$ cat src/rtl/hazard_scoreboard.sv
`default_nettype none
// ============================================================================
// Module   : hazard_scoreboard
// Brief    : Register busy-bit scoreboard with RAW/WAW stall, writeback bypass,
//            deadlock and spurious-writeback detection. Optional stall
//            statistics counter enabled by macro HAZARD_SCOREBOARD_STATS_EN.
// Revision : 1.0 - initial release
// ============================================================================
module hazard_scoreboard #(
   parameter int ADDR_W    = 3,
   parameter int DATA_W    = 8,
   parameter int STALL_MAX = 15
) (
   input  logic                   clk,
   input  logic                   reset,
   input  logic                   issue_valid,
   input  logic                   issue_regwrite,
   input  logic [ADDR_W-1:0]      issue_rd,
   input  logic [ADDR_W-1:0]      issue_rs1,
   input  logic [ADDR_W-1:0]      issue_rs2,
   input  logic                   wb_valid,
   input  logic [ADDR_W-1:0]      wb_rd,
   input  logic [DATA_W-1:0]      wb_data,
   output logic                   stall,
   output logic                   fwd_rs1,
   output logic                   fwd_rs2,
   output logic [DATA_W-1:0]      fwd_data,
   output logic [(1<<ADDR_W)-1:0] pending,
   output logic                   deadlock,
   output logic                   wb_err,
   output logic [15:0]            stall_count
);

   localparam int NREG  = 1 << ADDR_W;
   localparam int CNT_W = $clog2(STALL_MAX + 1);

   logic             hit_rs1, hit_rs2, hit_rd;
   logic             haz_rs1, haz_rs2, haz_waw;
   logic             accept;
   logic [NREG-1:0]  set_vec, clr_vec;
   logic [CNT_W-1:0] stall_run, stall_run_next;

   // A writeback landing this cycle resolves the hazard it would otherwise cause.
   always_comb begin
      hit_rs1  = wb_valid && (wb_rd == issue_rs1);
      hit_rs2  = wb_valid && (wb_rd == issue_rs2);
      hit_rd   = wb_valid && (wb_rd == issue_rd);
      haz_rs1  = pending[issue_rs1] && !hit_rs1;
      haz_rs2  = pending[issue_rs2] && !hit_rs2;
      haz_waw  = issue_regwrite && pending[issue_rd] && !hit_rd;
      stall    = !reset && issue_valid && (haz_rs1 || haz_rs2 || haz_waw);
      fwd_rs1  = !reset && issue_valid && hit_rs1;
      fwd_rs2  = !reset && issue_valid && hit_rs2;
      fwd_data = wb_data;
      accept   = issue_valid && !stall;
      set_vec  = (accept && issue_regwrite) ? (NREG'(1) << issue_rd) : '0;
      clr_vec  = wb_valid ? (NREG'(1) << wb_rd) : '0;
      if (!stall)
         stall_run_next = '0;
      else if (stall_run == CNT_W'(STALL_MAX))
         stall_run_next = stall_run;
      else
         stall_run_next = stall_run + CNT_W'(1);
   end

   always_ff @(posedge clk) begin
      if (reset) begin
         pending   <= '0;
         stall_run <= '0;
         deadlock  <= 1'b0;
         wb_err    <= 1'b0;
      end else begin
         pending   <= (pending & ~clr_vec) | set_vec;
         stall_run <= stall_run_next;
         if (stall && (stall_run_next == CNT_W'(STALL_MAX)))
            deadlock <= 1'b1;
         if (wb_valid && !pending[wb_rd])
            wb_err <= 1'b1;
      end
   end

`ifdef HAZARD_SCOREBOARD_STATS_EN
   always_ff @(posedge clk) begin
      if (reset)
         stall_count <= '0;
      else if (stall && (stall_count != 16'hFFFF))
         stall_count <= stall_count + 16'd1;
   end
`else
   assign stall_count = '0;
`endif

endmodule
`default_nettype wire

$ cat config.mk
export PLATFORM = sky130hd
export DESIGN_NAME = hazard_scoreboard
export DESIGN_NICKNAME = d
export VERILOG_FILES = /design/src/rtl/hazard_scoreboard.sv
export SDC_FILE = /design/constraint.sdc
export NUM_CORES = 1
export LEC_CHECK = 0
export CAP_MARGIN = 40
export CORE_AREA = 3 3 58 60
export DETAILED_ROUTE_END_ITERATION = 12
export DIE_AREA = 0 0 61 63
export PLACE_DENSITY = 0.92
export SLEW_MARGIN = 20
export SYNTH_ARGS = -nofsm -noshare
export SYNTH_HDL_FRONTEND = slang
export SYNTH_SLANG_ARGS = --single-unit
$ cat constraint.sdc
create_clock -name clk -period 3.38 [get_ports clk]
set_clock_uncertainty 0.1 [all_clocks]
set_input_delay 0.676 -clock clk [delete_from_list [all_inputs] [get_ports clk]]
set_output_delay 0.676 -clock clk [all_outputs]
set_load 0.005 [all_outputs]
==> impl_metrics.json <==
{
  "grt_start_max_net_pins": 10,
  "p_sw_frac": 0.293,
  "routabilityCongestion": 0.903,
  "syn_area_um2": 1280,
  "finalWirelength_mm": 3.17,
  "die_w_um": 61,
  "grt_overflow": 0,
  "p_leak_nw": 0.621,
  "drive_above_1_share": 0.136,
  "clockBufferDepth": 2,
  "slowest_stage": "mux4_2",
  "hold_violations": 0,
  "cts.sinks": 14,
  "critPathMaxFanout": 2,
  "diodes": 0,
  "rsz0062_at_grt": "false",
  "drc": 0,
  "ys_seq_area_frac": 0.219,
  "combPwrFrac": 0.305,
  "path_cells": "clkdlybuf4s50_1 -> mux4_2 -> o22ai_2 -> nor4_1 -> nor3_1 -> nor2_1 -> dlygate4sd2_1",
  "p_int_mw": 0.270,
  "synth_compound_area_frac": 0.145,
  "synth_top_family_by_area": "simple AND/OR/NAND/NOR gates",
  "io_pins": 62,
  "io_buffer_count": 29,
  "ant_nets": 0,
  "postCtsSetupBuffers": 0,
  "fillers": 289,
  "synth-seq-cells": 14,
  "wl_per_cell_um": 14.6,
  "synth_edf_count": 0,
  "post_synth_num_cell_types": 37,
  "rows": 20,
  "nets": 212,
  "cellPowerDensity_nw_per_um2": 241,
  "cp-start-kind": "input pin",
  "seqCellArea_um2": 280,
  "endpoint_kind": "primary output",
  "netlist.area_leader.share": 0.219,
  "p_switching_mw": 0.112,
  "fin_crit_ps": 3270,
  "fin_util": 0.532,
  "yosysMostFrequentCell": "buf_4",
  "syn_inst": 155,
  "ctsHtreeMaxLevel": 1,
  "synthArstFlopShare": 0,
  "cts_tree": "yes",
  "drt-initial-drc-count": 41,
  "core_um2": 2980,
  "outcome": "finished, final reports clean",
  "yosys.area.top_type": "dfxtp_1",
  "die_y_um": 63,
  "synth_ff_type": "dfxtp_1",
  "setup_violations": 0,
  "pwr-share-seq": 0.451,
  "cts-root-buf": "clkbuf_4",
  "vias_per_cell": 5.55,
  "initial_core_util": 0.430,
  "clock_latency_ps": 280,
  "grtUsageTotal": 0.176,
  "avgSynthCellArea_um2": 8.26,
  "dp_slack_ps": -162,
  "worstPathRequired_ps": 2600,
  "hp-class": "reg -> reg",
  "grt_pass1_vias": 1165,
  "netlist_top_cells_count": "buf_4, dfxtp_1, mux2i_1, nor2_1, xnor2_1",
  "yosys_warnings": 0,
  "clockPowerShare": 0.244,
  "multi_input_area_um2": 817,
  "numCtsBuffers": 3,
  "ir_drop_mv": 0.158,
  "fin_crit_sh": 0.969,
  "cpPeakStageDelay_ps": 530,
  "synth_xor_area_frac": 0.0684,
  "drv_slew": 0,
  "ys_top_cells_by_area": "dfxtp_1, buf_4, mux2i_1, xnor2_1, mux4_2",
  "critical_path_class": "in -> out",
  "p_total_mw": 0.382,
  "grt_pass1_wl_mm": 5.20,
  "vias": 1205,
  "antenna_found_initial": 0,
  "dp_hpwl_mm": 2.52,
  "layout_setup_ws_ps": 106,
  "tns_ps": 0,
  "synth.area.mux_share": 0.140,
  "max_freq_mhz": 305,
  "clkTransAtPathRegs_ps": 70,
  "firstDrtPassIters": 4,
  "worstPathArrival_ps": 2500,
  "area_growth_pct": 23.8,
  "yosys.area_share.simple": 0.223,
  "die_area_um2": 3840,
  "synthAdderAreaFrac": 0.00978,
  "maxCapViolCount": 0
}
## power groups by stage
stage	registers [mW]	clock network, mW	logic (mW)
CTS	0.172	0.0969	0.115
floorplan	0.175	0	0.0840
finish	0.172	0.0933	0.116
detailed placement	0.176	0	0.115
global route	0.173	0.108	0.127
global placement	0.176	0	0.113
## worst max-delay path, delay by kind of cell
kind / cells / cell delay [ps]
AO/OA/AOI/OAI: 1 / 160
buffers and inverters: 2 / 770
multiplexers: 1 / 530
AND/OR/NAND/NOR: 3 / 360
## area by class of cell
cell class	instances	share of cell area
well taps	33	0.0261
inverters	4	0.00948
clock buffers	3	0.0142
flip-flops and latches	14	0.177
multi-input cells	118	0.516
repair buffers	45	0.258
## metal layers
layer / up-vias / wire [um] / part of all wire / track usage
met3: 11 / 235 / 0.074 / 0.0413
li1: 583 / - / - / -
met2: 53 / 1650 / 0.52 / 0.294
met5: - / 0 / 0 / 0
met1: 558 / 1220 / 0.38 / 0.210
met4: 0 / 68 / 0.021 / 0.0678
## state kept, by name, summed over array words and instances, names as in the netlist
signal	cells
stall_run	4
wb_err	1
pending	8
deadlock	1
## path summary, 6_finish.rpt
| kind | from | to | slack, ps | depth (start not counted) |
|---|---|---|---|---|
| hold / removal | deadlock | deadlock | 350 | 2 |
| hold reg to reg | deadlock | deadlock | 350 | 2 |
| setup reg to reg | pending[6] | pending[2] | 1060 | 6 |
| setup / recovery | issue_rd[1] | stall | 110 | 7 |
## what timing repair did
item | 4_1_cts | 5_1_grt
gates cloned | 0 | 0
hold buffers | 0 | 0
pin swaps | 1 | 0
setup endpoints to repair | 1 | 1
gates resized for setup | 3 | 1
## stage by stage
stage          area [um2]  hold slack (ps)  instances
4_1_cts              1580              351        217
3_5_place_dp         1560              341        214
3_3_place_gp         1560              340        214
6_report             1580              350        217
5_1_grt              1580              371        217
2_1_floorplan        1340              336        170
## logic make-up (layout without fill, tap and decap cells)
kind of cell	count (synthesis)	count (layout)
AND/OR/NAND/NOR	51	51
buffers and inverters	38	52
AO/OA/AOI/OAI	26	26
multiplexers	14	14
flip-flops	14	14
XOR/XNOR	10	10
adder cells (fa/ha/maj)	1	1
other	1	16
## placed cells by master (no fill, tap or decap), types with 2 or more instances in the layout
cell type / n
clkdlybuf4s50_1: 27
conb_1: 16
buf_4: 16
dfxtp_1: 14
xnor2_1: 10
mux2i_1: 10
nor2_1: 10
nand2_1: 7
o21ai_0: 7
nand3_1: 5
o211ai_1: 5
nand2b_1: 4
inv_1: 4
nor2b_1: 4
nor3_1: 4
mux4_2: 3
and4_1: 3
nand3b_1: 3
nand4_1: 3
a21oi_1: 3
clkbuf_4: 3
nor4_1: 2
a22oi_1: 2
or3_1: 2
o31ai_1: 2
o311ai_0: 2
dlygate4sd2_1: 2
(Power assumes the default switching activity.)
